===== src/rtl/uart_cmd_pkg.sv =====
// Shared types for the UART command framer: FSM states, error codes, default sync marker.
package uart_cmd_pkg;
  typedef enum logic [2:0] {HUNT, CMD, LEN, PAYLOAD, CSUM, HOLD} cmd_state_t;
  typedef enum logic [1:0] {
    ERR_CSUM    = 2'd0,
    ERR_LEN     = 2'd1,
    ERR_TIMEOUT = 2'd2,
    ERR_OVERRUN = 2'd3
  } cmd_err_t;
  localparam logic [7:0] DEF_SYNC_BYTE = 8'hA5;
endpackage


===== src/rtl/cmd_payload_ram.sv =====
// Payload buffer: one write port, one registered read port. Contents are not reset.
module cmd_payload_ram #(
  parameter int DEPTH = 16,
  parameter int AW    = (DEPTH > 1) ? $clog2(DEPTH) : 1
) (
  input  logic          in_clk,
  input  logic          in_rst,
  input  logic          wr_en,
  input  logic [AW-1:0] wr_addr,
  input  logic [7:0]    wr_data,
  input  logic [AW-1:0] rd_addr,
  output logic [7:0]    rd_data
);
  logic [DEPTH-1:0][7:0] mem;

  always_ff @(posedge in_clk)
    if (wr_en) mem[wr_addr] <= wr_data;

  always_ff @(posedge in_clk or negedge in_rst)
    if (!in_rst) rd_data <= '0;
    else         rd_data <= mem[rd_addr];
endmodule


===== src/rtl/uart_cmd_parser.sv =====
// Frames sync/cmd/len/payload/xor-checksum from the UART byte stream and holds
// each verified command until the tester core accepts it.
module uart_cmd_parser
  import uart_cmd_pkg::*;
#(
  parameter logic [7:0] SYNC_BYTE      = DEF_SYNC_BYTE,
  parameter int         MAX_PAYLOAD    = 16,
  parameter int         TIMEOUT_CYCLES = 27000,
  localparam int        LW             = $clog2(MAX_PAYLOAD + 1),
  localparam int        AW             = (MAX_PAYLOAD > 1) ? $clog2(MAX_PAYLOAD) : 1
) (
  input  logic          in_clk,
  input  logic          in_rst,
  input  logic          in_rx_ready,
  input  logic [7:0]    in_rx_data,
  output logic          out_cmd_valid,
  input  logic          in_cmd_ready,
  output logic [7:0]    out_cmd,
  output logic [LW-1:0] out_len,
  input  logic [AW-1:0] in_pl_addr,
  output logic [7:0]    out_pl_data,
  output logic          out_err_valid,
  output logic [1:0]    out_err_code
);
  localparam int            TW      = (TIMEOUT_CYCLES > 1) ? $clog2(TIMEOUT_CYCLES) : 1;
  localparam logic [TW-1:0] TO_LAST = TW'(TIMEOUT_CYCLES - 1);
  localparam logic [7:0]    MAX_LEN = 8'(MAX_PAYLOAD);

  cmd_state_t    state, state_nxt;
  cmd_err_t      err_nxt, err_code_q;
  logic          err_set, err_q, valid_q;
  logic [7:0]    csum_q, cmd_q, ram_rd;
  logic [LW-1:0] len_q;
  logic [AW-1:0] idx_q;
  logic [TW-1:0] to_cnt;
  logic          timed, to_hit, last_pl, rd_ok_q;

  assign timed   = state inside {CMD, LEN, PAYLOAD, CSUM};
  // A byte arriving on the expiry cycle wins over the timeout.
  assign to_hit  = timed && !in_rx_ready && (to_cnt == TO_LAST);
  assign last_pl = (LW'(idx_q) == len_q - LW'(1));

  always_ff @(posedge in_clk or negedge in_rst)
    if (!in_rst) state <= HUNT;
    else         state <= state_nxt;

  always_comb begin
    state_nxt = state;
    err_set   = 1'b0;
    err_nxt   = ERR_CSUM;
    if (to_hit) begin
      state_nxt = HUNT;
      err_set   = 1'b1;
      err_nxt   = ERR_TIMEOUT;
    end else if (in_rx_ready) begin
      case (state)
        HUNT:    if (in_rx_data == SYNC_BYTE) state_nxt = CMD;
        CMD:     state_nxt = LEN;
        LEN:
          if (in_rx_data > MAX_LEN) begin
            state_nxt = HUNT;
            err_set   = 1'b1;
            err_nxt   = ERR_LEN;
          end else if (in_rx_data == 8'h00) state_nxt = CSUM;
          else                              state_nxt = PAYLOAD;
        PAYLOAD: if (last_pl) state_nxt = CSUM;
        CSUM:
          if (in_rx_data == csum_q) state_nxt = HOLD;
          else begin
            state_nxt = HUNT;
            err_set   = 1'b1;
            err_nxt   = ERR_CSUM;
          end
        HOLD: begin
          err_set = 1'b1;
          err_nxt = ERR_OVERRUN;
        end
        default: state_nxt = HUNT;
      endcase
    end
    // Handshake releases the frame regardless of an overrun in the same cycle.
    if (state == HOLD && in_cmd_ready) state_nxt = HUNT;
  end

  always_ff @(posedge in_clk or negedge in_rst)
    if (!in_rst) begin
      valid_q    <= 1'b0;
      err_q      <= 1'b0;
      err_code_q <= ERR_CSUM;
      csum_q     <= '0;
      cmd_q      <= '0;
      len_q      <= '0;
      idx_q      <= '0;
      to_cnt     <= '0;
      rd_ok_q    <= 1'b0;
    end else begin
      valid_q <= (state_nxt == HOLD);
      err_q   <= err_set;
      if (err_set) err_code_q <= err_nxt;
      if (in_rx_ready || !timed || to_hit) to_cnt <= '0;
      else                                 to_cnt <= to_cnt + TW'(1);
      if (in_rx_ready) begin
        case (state)
          CMD: begin
            cmd_q  <= in_rx_data;
            csum_q <= in_rx_data;
          end
          LEN:
            if (in_rx_data <= MAX_LEN) begin
              len_q  <= LW'(in_rx_data);
              csum_q <= csum_q ^ in_rx_data;
              idx_q  <= '0;
            end
          PAYLOAD: begin
            csum_q <= csum_q ^ in_rx_data;
            idx_q  <= idx_q + AW'(1);
          end
          default: ;
        endcase
      end
      rd_ok_q <= (LW'(in_pl_addr) < len_q);
    end

  cmd_payload_ram #(.DEPTH(MAX_PAYLOAD), .AW(AW)) u_ram (
    .in_clk  (in_clk),
    .in_rst  (in_rst),
    .wr_en   (in_rx_ready && state == PAYLOAD),
    .wr_addr (idx_q),
    .wr_data (in_rx_data),
    .rd_addr (in_pl_addr),
    .rd_data (ram_rd)
  );

  assign out_cmd_valid = valid_q;
  assign out_cmd       = cmd_q;
  assign out_len       = len_q;
  assign out_pl_data   = rd_ok_q ? ram_rd : 8'h00;
  assign out_err_valid = err_q;
  assign out_err_code  = err_code_q;
endmodule


===== config.mk =====
export PLATFORM = sky130hd
export DESIGN_NAME = uart_cmd_parser
export DESIGN_NICKNAME = d
export VERILOG_FILES = /design/src/rtl/uart_cmd_pkg.sv /design/src/rtl/cmd_payload_ram.sv /design/src/rtl/uart_cmd_parser.sv
export SDC_FILE = /design/constraint.sdc
export NUM_CORES = 1
export LEC_CHECK = 0
export ABC_AREA = 1
export ABC_CLOCK_PERIOD_IN_PS = 2300
export BUFFER_PORTS_ARGS = -buffer_cell sky130_fd_sc_hd__buf_2
export CAP_MARGIN = 15
export CORE_ASPECT_RATIO = 0.5
export CORE_MARGIN = 3
export CORE_UTILIZATION = 60
export CTS_CLUSTER_DIAMETER = 100
export DETAILED_ROUTE_END_ITERATION = 12
export PLACE_DENSITY_LB_ADDON = 0.15
export SYNTH_ARGS = -nofsm -noshare
export SYNTH_HDL_FRONTEND = slang
export SYNTH_HIERARCHICAL = 1
export SYNTH_SLANG_ARGS = --single-unit

===== constraint.sdc =====
create_clock -name in_clk -period 2.3 [get_ports in_clk]
set_input_delay 0.46 -clock in_clk [delete_from_list [all_inputs] [get_ports in_clk]]
set_output_delay 0.46 -clock in_clk [all_outputs]
set_load 0.005 [all_outputs]

---- Yosys cells after proc, flatten, opt, wreduce, memory -nomap -nowiden ----
Index checks and enable logic that the tools add are counted.
storage, ports and cells
  bits in registers ....................... 184
  bits of input ports ..................... 16
  logic and storage cells ................. 95
  output and inout port bits .............. 25
cells by class
  bitwise logic cells ..................... 1
  add/subtract/negate cells ............... 3
  equal/unequal tests ..................... 11
  reductions and logical operators ........ 18
  mux-type cells .......................... 29
  magnitude comparators ................... 6
operators by type and width
  operator                                                                          count
  128-bit bitwise mux                                                               1
  8-bit binary-select mux with 4-bit select                                         1
  8-bit demux with 4-bit select                                                     1
  8-bit two-way mux                                                                 4
  3-bit two-way mux                                                                 8
  8-bit case mux with 3 select lines                                                1
  3-bit case mux with 6 select lines                                                1
  15-bit by 1-bit adder with 15-bit output, second input constant                   1
  15-bit == test, second input constant                                             1
  15-bit two-way mux                                                                1
  4-bit by 5-bit < comparator with 1-bit output, second input constant              2
  3-bit == test, second input constant                                              3
  3-bit AND reduction                                                               3
  8-bit == test                                                                     1
  8-bit == test, second input constant                                              1
  8-bit by 5-bit > comparator with 1-bit output, second input constant              1
  8-bit by 5-bit less-or-equal comparator with 1-bit output, second input constant  1
  8-bit zero test                                                                   1
  4-bit case mux with 2 select lines                                                1
  8-bit bitwise XOR                                                                 1
  3-bit by 2-bit == test with 1-bit output, second input constant                   2
  4-bit by 5-bit == test with 1-bit output                                          1
  1-bit logical AND                                                                 5
  4-bit by 5-bit < comparator with 1-bit output                                     1
  17 further kinds                                                                  24

---- Logic depth before layout (Yosys ltp) ----
  word-level depth ........................ 8
  gate-level depth with buffers ........... 13
  mapped depth without buffers ............ 13

---- Hierarchy ----
Netlist, hierarchy kept.
by module, submodules not included
  module           area each (sq um)  seq. area each (sq um)  cells an instance  times used
  cmd_payload_ram  5,813.1            4,043.9                 552                1
  uart_cmd_parser  2,836.5            1,201.2                 398                1

---- Worst setup path before layout ----
No wires, ideal clock.
  path type ............................... register to register
  start ................................... reg state[2]
  end ..................................... reg u_ram/mem[16] (netlist bit), enable pin
  setup time .............................. 0.370 ns
  arrival ................................. 1.509 ns
  slack ................................... 0.421 ns
  data required time ...................... 1.930 ns
  clock period less this slack ............ 1.879 ns
  path buffers ............................ 0
  cell stages (with the launch flop) ...... 8
  path through ............................ dfrtp_1 > inv_2 > nand2_1 > nor2_1 > nand2_1 > inv_1 > nand3_1 > nor2_1
between the ends
  word-level cells in the longest chain between the ends .. 2
ends and longest elaborated chain
  element                                   RTL line                RTL
  from (decl)                               uart_cmd_parser.sv:29   cmd_state_t state, state_nxt;
  from (signal assigned)                    uart_cmd_parser.sv:45   else state <= state_nxt;
  3-bit by 2-bit == test with 1-bit output  uart_cmd_parser.sv:127  .wr_en (in_rx_ready && state == PAYLOAD),
  1-bit logical AND                         uart_cmd_parser.sv:127
  to (signal, indexed assignment)           cmd_payload_ram.sv:17   if (wr_en) mem[wr_addr] <= wr_data;
  to (decl)                                 cmd_payload_ram.sv:14   logic [DEPTH-1:0][7:0] mem;
No other way between the ends.
A chain may end at the register's enable or synchronous reset.

---- Final worst setup path ----
  start ................................... reg state[2]
  end ..................................... reg u_ram/mem[31] (netlist bit), enable pin
The elaborated chain is that of the path after synthesis.

==> flow_summary_export.csv <==
group,metric,value,unit
run_status,status,"completed",
route,wl,19900,um
sta,hold_viol_final,0,
route,via_per_inst,5.37,
yosys,syn-cell-area,8650,um2
worst_setup_path,slowest_delay,0.40,ns
yosys,seq_area_frac_synth,60.6,%
clock_tree,clock-root-buffer,"clkbuf_16",
cells_and_area,syn_to_final_growth,12.3,%
worst_setup_path,cp-end-kind,"flop",
global_route,antenna_found_initial,1,
sta,fin_skew,0.00898,ns
global_route,grt_pass1_wl,31200,um
yosys,yosys.area.top_type,"edfxtp_1",
clock_tree,clk_latency,0.42,ns
clock_tree,cts_tree,"yes",
route,drtIter0Drc,687,
power,p_leak,4.54,nW
placement,placed_cells,1179,
clock_tree,cts_buffers,17,
yosys,synthTopCellsByArea,"edfxtp_1 (44%), dfrtp_1 (16%), nand2_1 (13%), nand3_1 (7.3%), inv_1 (6.9%)",
worst_setup_path,cp_slowest_cell,"dfrtp_1",
cells_and_area,nets,1028,
clock_tree,cts_resized,0,
clock_tree,clockBufferDepth,2,
power,vdd_ir_drop_max,0.512,mV
global_route,overflow,0,
placement,io_buffers,40,
sta,fin_crit,2.11,ns
sta,setup_tns,0,ns
sta,maxSlewViolCount,0,
yosys,syn_nets,972,
clock_tree,cts_setup_buffers,0,
route,vias,6503,
die,rows,30,
cells_and_area,multi_input_area,2560,um2
placement,hpwl,13500,um
clock_tree,clock-sinks,184,
global_route,grtUsageTotal,25.6,%
yosys,synth_cell_types,33,
worst_setup_path,worstRegToRegCells,8,
sta,rsz0062_at_grt,"false",
worst_setup_path,reg2reg_from,"state[2]",
worst_setup_path,r2r-end,"u_ram/mem[31]",
placement,place_congestion,0.894,
cells_and_area,n_antenna_cell,0,
die,coreArea,13800,um2
cells_and_area,seqCellArea,5250,um2
yosys,syn_inst,950,
power,cellPowerDensity,870,nW/um2
worst_setup_path,cp_max_fo,8,
worst_setup_path,path_cells,"inv_2, nand2_1, nor2_1, nand2_1, inv_1, nand3_1, nor2_1, buf_4",
run,drv_cap,0,
sta,final.period_utilization,91.9,%
cells_and_area,fill_cells,1060,
global_route,grt_max_degree,57,
sta,setup_viol,0,
clock_tree,clk_pin_slew,0.07,ns
cells_and_area,fin_cells,1211,
worst_setup_path,cp.required,2.42,ns
die,io_pins,41,
worst_hold_path,hp-class,"primary input to asynchronous set/reset pin",
route,ant_nets,0,
cells_and_area,final_core_util,70.3,%
route,drc,0,
route,wl_met1,8940,um
worst_setup_path,worstPathArrival,2.24,ns
route,dr.pass1.iters,5,
route,dr_wl_met2,8930,um
sta,holdWs,0.171,ns
sta,setup_ws,0.186,ns
clock_tree,h-tree-depth,4,
route,wl_met3,1550,um
route,wl_per_cell,16.4,um
cells_and_area,drive_above_1_share,12.0,%
die,die_h,90.9,um
yosys,ys_ff_latch,184,
worst_setup_path,start_kind,"flop",
worst_setup_path,rrSetupSlack,0.19,ns
route,topRoutingLayerUsed,"met5",
sta,slew_headroom,49.7,%
global_route,grt_pass1_vias,6029,
yosys,yosysWarningCount,6,
placement,dp_slack,0.251,ns
yosys,syn_avg_cell_area,9.10,um2
yosys,synth_top_area_share,44.4,%
die,fp.dieArea,16000,um2
die,start_util,62.6,%
sta,tightest_slew,0.755,ns
die,die_x,176,um
sta,fmax,473,MHz
worst_setup_path,critPathKind,"flop to flop",
clock_tree,hold_buffers,0,
==> critical path, delay by kind of cell, from the launching register on <==
kind	cells	cell delay, ns
buffers and inverters	3	0.47
flip-flops	1	0.40
AND/OR/NAND/NOR	5	0.94
==> synthesized netlist by cell type <==
| cell | count |
|---|---|
| a21oi_1 | 11 |
| a21oi_4 | 1 |
| a221oi_1 | 1 |
| a22o_1 | 1 |
| a31oi_1 | 1 |
| and2_1 | 1 |
| buf_2 | 14 |
| buf_4 | 3 |
| buf_6 | 9 |
| clkbuf_1 | 5 |
| dfrtp_1 | 56 |
| edfxtp_1 | 128 |
| ha_1 | 6 |
| inv_1 | 160 |
| inv_2 | 9 |
| nand2_1 | 294 |
| nand2_2 | 6 |
| nand3_1 | 127 |
| nand4_1 | 6 |
| nor2_1 | 55 |
| nor2_2 | 3 |
| nor2_4 | 1 |
| nor3_1 | 6 |
| nor3_2 | 2 |
| nor3_4 | 1 |
| nor3b_1 | 2 |
| nor3b_2 | 1 |
| nor4_1 | 2 |
| o211ai_1 | 9 |
| o21ai_0 | 22 |
| o21ai_1 | 4 |
| xnor2_1 | 2 |
| xor2_1 | 1 |
==> placed cells by master (no fill, tap or decap), drive strengths merged <==
cell,n
clkinvlp,2
edfxtp,128
o21ai,26
clkbuf,21
nand4,6
xor2,1
nand2,300
a221oi,1
xnor2,2
ha,6
dfrtp,56
nor3b,3
nand3,127
buf,68
o211ai,9
nor4,2
nor2,59
bufinv,3
nor3,9
a21oi,12
and2,1
inv,171
a22o,1
a31oi,1
clkinv,4
==> how the worst max path moves through the flow <==
stage                  start             to  slack [ns]  depth (start not counted)
2_1_floorplan       state[2]  u_ram/mem[16]        0.42                          7
3_3_place_gp   in_rx_data[3]      csum_q[0]        0.31                         10
3_5_place_dp        state[2]  u_ram/mem[30]        0.25                          8
4_1_cts             state[2]  u_ram/mem[31]        0.23                          8
5_1_grt             state[2]  u_ram/mem[47]        0.05                          8
6_report            state[2]  u_ram/mem[31]        0.19                          8
==> layout make-up <==
type,count,area share (%)
inverter,169,6.53
timing repair buffer,68,4.35
multi-input combinational,566,26.3
tap,192,2.47
clock buffer,21,4.84
sequential,184,54.0
clock inverter,11,1.49
==> power breakdown <==
| part | internal [mW] | switching, mW | leakage (nW) |
|---|---|---|---|
| clock | 1.80 | 1.20 | 0.298 |
| combinational | 0.471 | 0.920 | 2.38 |
| sequential | 3.83 | 0.222 | 1.87 |
| total | 6.10 | 2.35 | 4.54 |
==> state kept, by name, summed over array words and instances (netlist names) <==
| name | flops |
|---|---|
| csum_q | 8 |
| idx_q | 4 |
| out_cmd | 8 |
| out_cmd_valid | 1 |
| out_err_code | 2 |
| out_err_valid | 1 |
| out_len | 5 |
| rd_ok_q | 1 |
| state | 3 |
| to_cnt | 15 |
| u_ram/mem | 128 |
| u_ram/rd_data | 8 |
==> metrics by stage <==
stage	area, um2	power (mW)
floorplan	8650	4.97
global placement	9100	5.42
detailed placement	9100	5.48
CTS	9720	8.48
global route	9720	8.88
finish	9720	8.45
==> cells by family after synthesis <==
kind of cell    Yosys count  synth area share (%)
xor+xnor                  3                 0.304
compound gates           50                  3.39
flops                   184                  60.6
simple gates            507                  25.0
buf+inv                 200                  9.79
fa+ha+maj                 6                 0.868
==> routing by layer <==
| layer | up-vias | GRT usage, % |
|---|---|---|
| li1 | 3153 | - |
| met1 | 3055 | 36.5 |
| met2 | 255 | 39.5 |
| met3 | 38 | 5.54 |
| met4 | 2 | 8.49 |
| met5 | - | 0 |
No activity file was read; power rests on OpenSTA's default activity.
